$ cat src/rtl/n_bit_alu_pkg.sv
// Shared types for the sequential ALU datapath blocks.
// FSM state encoding and add/subtract opcode values.
package n_bit_alu_pkg;

  typedef enum logic [1:0] {
    IDLE = 2'd0,
    ADD  = 2'd1,
    NEG  = 2'd2,
    FIN  = 2'd3
  } state_e;

  localparam logic OP_ADD = 1'b0;
  localparam logic OP_SUB = 1'b1;

endpackage

$ cat src/rtl/n_bit_adder.sv
// Plain WIDTH-bit ripple adder with carry-in; carry-out reported on ov_sgn.
module n_bit_adder #(
  parameter int WIDTH = 8
) (
  input  logic [WIDTH-1:0] a,
  input  logic [WIDTH-1:0] b,
  input  logic             cin,
  output logic [WIDTH-1:0] sum,
  output logic             ov_sgn
);

  assign {ov_sgn, sum} = {1'b0, a} + {1'b0, b} + {{WIDTH{1'b0}}, cin};

endmodule

$ cat src/rtl/n_bit_addsub_seq.sv
// Multi-cycle add/subtract: one CHUNK-bit slice per clock through a shared slice adder,
// with optional negate pass that turns a negative raw result into its magnitude.
module n_bit_addsub_seq
  import n_bit_alu_pkg::*;
#(
  parameter int WIDTH = 32,
  parameter int CHUNK = 8
) (
  input  logic             clk,
  input  logic             rst,
  input  logic             start,
  output logic             ready,
  input  logic [WIDTH-1:0] a,
  input  logic [WIDTH-1:0] b,
  input  logic             op,
  input  logic             is_signed,
  input  logic             mag_en,
  output logic             done,
  output logic [WIDTH-1:0] result,
  output logic             sgn,
  output logic             cout,
  output logic             ovf,
  output logic             zero
);

  localparam int NCH = WIDTH / CHUNK;
  localparam int IW  = (NCH > 1) ? $clog2(NCH) : 1;
  localparam logic [IW-1:0] LAST = IW'(NCH - 1);

  generate
    if (WIDTH < 2 || (WIDTH % CHUNK) != 0) begin : g_bad_cfg
      $error("n_bit_addsub_seq: WIDTH must be >= 2 and a multiple of CHUNK");
    end
  endgenerate

  state_e           state_q, state_d;
  logic [IW-1:0]    idx_q, idx_d;
  logic             carry_q, carry_d;
  logic [WIDTH-1:0] a_q, a_d, b_q, b_d, raw_q, raw_d;
  logic             op_q, op_d, signed_q, signed_d, mag_q, mag_d;
  logic             zacc_q, zacc_d, cout_c_q, cout_c_d;
  logic             sgn_c_q, sgn_c_d, ovf_c_q, ovf_c_d;
  logic [WIDTH-1:0] res_q, res_d;
  logic             sgn_q, sgn_d, cout_q, cout_d, ovf_q, ovf_d, zero_q, zero_d;
  logic             done_q, done_d, ready_q, ready_d;

  int               base;
  logic [CHUNK-1:0] sl_x, sl_y, sl_sum;
  logic             sl_co;
  logic             cin_msb, ovf_calc, sgn_calc, accept;

  assign base = int'(idx_q) * CHUNK;

  // ADD feeds the operands; NEG feeds ~raw + 0 with the carry seeded to 1.
  always_comb begin
    sl_x = a_q[base +: CHUNK];
    sl_y = (op_q == OP_SUB) ? ~b_q[base +: CHUNK] : b_q[base +: CHUNK];
    if (state_q == NEG) begin
      sl_x = ~raw_q[base +: CHUNK];
      sl_y = '0;
    end
  end

  n_bit_adder #(.WIDTH(CHUNK)) u_slice (
    .a      (sl_x),
    .b      (sl_y),
    .cin    (carry_q),
    .sum    (sl_sum),
    .ov_sgn (sl_co)
  );

  assign cin_msb  = sl_x[CHUNK-1] ^ sl_y[CHUNK-1] ^ sl_sum[CHUNK-1];
  assign ovf_calc = signed_q ? (cin_msb ^ sl_co) : (op_q ? ~sl_co : sl_co);
  assign sgn_calc = signed_q ? (sl_sum[CHUNK-1] ^ ovf_calc) : (op_q & ~sl_co);
  assign accept   = start && (state_q == IDLE || state_q == FIN);

  always_comb begin
    state_d  = state_q;
    idx_d    = idx_q;
    carry_d  = carry_q;
    a_d      = a_q;
    b_d      = b_q;
    raw_d    = raw_q;
    op_d     = op_q;
    signed_d = signed_q;
    mag_d    = mag_q;
    zacc_d   = zacc_q;
    cout_c_d = cout_c_q;
    sgn_c_d  = sgn_c_q;
    ovf_c_d  = ovf_c_q;
    res_d    = res_q;
    sgn_d    = sgn_q;
    cout_d   = cout_q;
    ovf_d    = ovf_q;
    zero_d   = zero_q;
    done_d   = (state_q == FIN);

    case (state_q)
      ADD: begin
        raw_d[base +: CHUNK] = sl_sum;
        carry_d = sl_co;
        zacc_d  = zacc_q & (sl_sum == '0);
        idx_d   = idx_q + 1'b1;
        if (idx_q == LAST) begin
          idx_d    = '0;
          cout_c_d = sl_co;
          ovf_c_d  = ovf_calc;
          sgn_c_d  = sgn_calc;
          if (mag_q && sgn_calc) begin
            state_d = NEG;
            carry_d = 1'b1;
          end else begin
            state_d = FIN;
          end
        end
      end
      NEG: begin
        raw_d[base +: CHUNK] = sl_sum;
        carry_d = sl_co;
        idx_d   = idx_q + 1'b1;
        if (idx_q == LAST) begin
          idx_d   = '0;
          state_d = FIN;
        end
      end
      FIN: begin
        res_d   = raw_q;
        sgn_d   = sgn_c_q;
        cout_d  = cout_c_q;
        ovf_d   = ovf_c_q;
        zero_d  = zacc_q;
        state_d = IDLE;
      end
      default: ;
    endcase

    if (accept) begin
      a_d      = a;
      b_d      = b;
      op_d     = op;
      signed_d = is_signed;
      mag_d    = mag_en;
      idx_d    = '0;
      carry_d  = op;
      zacc_d   = 1'b1;
      state_d  = ADD;
    end

    ready_d = (state_d == IDLE) || (state_d == FIN);
  end

  always_ff @(posedge clk or posedge rst) begin
    if (rst) begin
      state_q  <= IDLE;
      idx_q    <= '0;
      carry_q  <= 1'b0;
      a_q      <= '0;
      b_q      <= '0;
      raw_q    <= '0;
      op_q     <= 1'b0;
      signed_q <= 1'b0;
      mag_q    <= 1'b0;
      zacc_q   <= 1'b0;
      cout_c_q <= 1'b0;
      sgn_c_q  <= 1'b0;
      ovf_c_q  <= 1'b0;
      res_q    <= '0;
      sgn_q    <= 1'b0;
      cout_q   <= 1'b0;
      ovf_q    <= 1'b0;
      zero_q   <= 1'b0;
      done_q   <= 1'b0;
      ready_q  <= 1'b1;
    end else begin
      state_q  <= state_d;
      idx_q    <= idx_d;
      carry_q  <= carry_d;
      a_q      <= a_d;
      b_q      <= b_d;
      raw_q    <= raw_d;
      op_q     <= op_d;
      signed_q <= signed_d;
      mag_q    <= mag_d;
      zacc_q   <= zacc_d;
      cout_c_q <= cout_c_d;
      sgn_c_q  <= sgn_c_d;
      ovf_c_q  <= ovf_c_d;
      res_q    <= res_d;
      sgn_q    <= sgn_d;
      cout_q   <= cout_d;
      ovf_q    <= ovf_d;
      zero_q   <= zero_d;
      done_q   <= done_d;
      ready_q  <= ready_d;
    end
  end

  assign ready  = ready_q;
  assign done   = done_q;
  assign result = res_q;
  assign sgn    = sgn_q;
  assign cout   = cout_q;
  assign ovf    = ovf_q;
  assign zero   = zero_q;

endmodule

$ cat config.mk
export PLATFORM = sky130hd
export DESIGN_NAME = n_bit_addsub_seq
export DESIGN_NICKNAME = d
export VERILOG_FILES = /design/src/rtl/n_bit_alu_pkg.sv /design/src/rtl/n_bit_adder.sv /design/src/rtl/n_bit_addsub_seq.sv
export SDC_FILE = /design/constraint.sdc
export NUM_CORES = 1
export LEC_CHECK = 0
export ABC_AREA = 1
export ABC_CLOCK_PERIOD_IN_PS = 7100
export CAP_MARGIN = 20
export CELL_PAD_IN_SITES_DETAIL_PLACEMENT = 1
export CELL_PAD_IN_SITES_GLOBAL_PLACEMENT = 1
export CORE_ASPECT_RATIO = 1.1
export CORE_MARGIN = 3
export CORE_UTILIZATION = 40
export CTS_CLUSTER_SIZE = 24
export DETAILED_ROUTE_END_ITERATION = 8
export GPL_TIMING_DRIVEN = 0
export PLACE_DENSITY_LB_ADDON = 0.12
export SYNTH_ARGS = -nofsm -noshare
export SYNTH_HDL_FRONTEND = slang
export SYNTH_HIERARCHICAL = 1
export SYNTH_SLANG_ARGS = --single-unit
$ cat constraint.sdc
create_clock -name clk -period 7.1 [get_ports clk]
set_clock_uncertainty 0.2 [all_clocks]
set_input_delay 2.13 -clock clk [delete_from_list [all_inputs] [get_ports clk]]
set_output_delay 2.13 -clock clk [all_outputs]
set_load 0.02 [all_outputs]
==> metrics <==
status=completed; Worst Setup Path Type=reg2reg; global-route wire length before repair=33.9 mm; initial DRC count=355; setup bufs post-CTS=0; Layout Nets=1067; vias in the first global route=6509; initial core utilization=40.9%; GRT Util Overall=22.9%; post-synth net total=940; YS warnings=6; wirelength, routed=21.1 mm; Final Max Tran Viols=0; pin count of the biggest net entering global routing=76; FF+latch count, synth=146; initial antenna violation count=0; R2R depth=27; Ports=108; clk_lat worst skew=0.43 ns; DRC Markers=0; crit path to=ready; Fmax=212 MHz; Die ar.=19100 um^2; Relative slew margins=52.7%; Post-DP HPWL=16.0 mm; Hold Vio Cnt, Final=0; gr ovfl total=0; Final setup viols=0; clock tree sinks=146; Std-Cell Rows=50; Max FO, Critical Path=10; total CTS buffers=17; Detail Route Antenna Nets=0; slowest stage delay, CP=0.50 ns; clock slew seen by the registers of the worst setup and hold paths=0.06 ns; Power Dens Cells=619 nW/um^2; layout cells sized above 1=6.57%; P_leak=4.32 nW; commonest non-fill, non-tap cell in the layout=nand2_1; DIE WIDTH=132 um; min setup slack post-route=2.37 ns; dpl ws=2.54 ns; Top cell by count, worst path=nand2_1; CP startpoint kind=flop; max-cap viol count=0; Worst R2R Start=idx_q[0]; Resized Gates After CTS=0; worst slew pin tran=0.710 ns; total vias in the final route=6200; fin crit period=4.73 ns; H-tree depth=4; Synth Area per Inst=8.23 um^2; DR WL/cell=17.2 um; Min-Delay Path Depth=2; Worst path depth=27; routed vias/inst=5.07; Seq/Total Area, Yosys=52.3%; Critical R2R Capture=ready; CTS tree=built; RSZ-0062 raised after global routing=false; Placer Congestion=0.863; filler cell count=2065; CP max stage cell=fa_1; Setup crit start=idx_q[0]; Syn Std Cell Area=6990 um^2; commonest non-fill, non-tap cells in the layout=nand2_1 (262), dfrtp_1 (145), clkdlybuf4s50_1 (107), nor2_1 (76), inv_1 (63); fin crit share=66.6%; buffers and inverters on the worst path=4; clock buffer depth=2; chip height=145 um; Area after DPL=8380 um^2; DRT Pass-1 Iters=4; # port buffers=107; Unique masters post-synth=32; ant diodes=0; Hold Buf Count CTS=0; min-delay worst type=reg2reg; Worst Setup End Kind=flop; Worst EP required=7.27 ns; CP top delay family=simple AND/OR/NAND/NOR gates; CTS root buffer=clkbuf_16; placeable core region=17100 um^2; reg2reg setup slack=2.37 ns; design area=9030 um^2; Arrival @ worst endpoint=4.90 ns; final hold slack=0.269 ns; Area growth syn-to-layout=29.2%; Syn Inst Count=849; VDD IR-drop max=0.000274 V
through the flow:
stage	setup TNS [ns]	utilization (%)	instances	power [mW]
2_1_floorplan	0	-	849	3.55
5_1_grt	0	52.9	1223	6.06
3_3_place_gp	-175.46	48.9	1190	4.51
6_report	0	52.9	1223	5.59
3_5_place_dp	0	49.1	1191	4.60
4_1_cts	0	52.9	1223	5.62
worst min-delay path by stage:
| stage | startpoint | to | slack (ns) |
|---|---|---|---|
| after floorplan | zacc_q | zacc_q | 0.24 |
| after global placement | a_q[22] | a_q[22] | 0.25 |
| after detailed placement | a_q[22] | a_q[22] | 0.26 |
| after CTS | a_q[18] | a_q[18] | 0.27 |
| after global routing | b_q[27] | b_q[27] | 0.30 |
| final | a_q[6] | a_q[6] | 0.27 |
cell type report:
class | count | area [um^2] | share of cell area, %
Multi-Input combinational cell | 586 | 2870 | 31.8
Buffer | 43 | 178 | 1.97
Clock inverter | 12 | 206 | 2.29
Tap cell | 234 | 293 | 3.24
Sequential cell | 146 | 3650 | 40.5
Timing Repair Buffer | 108 | 1100 | 12.2
Inverter | 74 | 288 | 3.19
Clock buffer | 20 | 437 | 4.84
per-layer routing:
layer | vias to the layer above | track usage, % | wire, um
met1 | 3045 | 26.9 | 8870
met2 | 117 | 42.9 | 11100
met4 | 0 | 7.74 | 431
li1 | 3010 | - | -
met5 | - | 0 | 0
met3 | 28 | 3.58 | 671
cell usage after synthesis, drive strengths merged:
cell | count | area share, %
o21ai | 58 | 4.2
nand4 | 5 | 0.45
or2 | 2 | 0.25
o32ai | 8 | 1.0
clkbuf | 32 | 1.7
inv | 71 | 3.9
clkinv | 3 | 0.16
a22oi | 1 | 0.11
dfstp | 1 | 0.38
mux2 | 2 | 0.32
nand2 | 267 | 15
nand3 | 34 | 2.9
a31oi | 7 | 0.63
o22ai | 38 | 3.4
xor2 | 1 | 0.13
ha | 19 | 3.4
nor2 | 77 | 4.2
buf | 11 | 0.82
a21oi | 60 | 4.3
xnor2 | 3 | 0.38
nand3b | 2 | 0.39
dfrtp | 145 | 52
fa | 2 | 0.57
sequential cells by signal, summed over array words and instances (netlist names), 2 cells and up:
signal,cells
idx_q,2
raw_q,32
result,32
a_q,32
b_q,32
state_q,2
logic make-up (layout without fill, tap and decap cells):
group	count (synthesis)	in the layout	synth area share, %
AND/OR/NAND/NOR	387	387	22.7
AO/OA/AOI/OAI	172	172	13.6
flip-flops	146	146	52.3
buffers and inverters	117	257	6.59
adder cells (fa/ha/maj)	21	21	3.97
XOR/XNOR	4	4	0.501
multiplexers	2	2	0.322
worst min-delay path: cells and delay by family, from the launching register on:
kind,cells,cell delay (ns)
AND/OR/NAND/NOR,2,0.09
flip-flops,1,0.34
power breakdown:
group	total [mW]	internal, mW	switching, mW
Sequential	1.44	1.21	0.228
Clock	0.986	0.626	0.360
Combinational	3.16	1.12	2.04
Power figures use the tool's default switching activity.
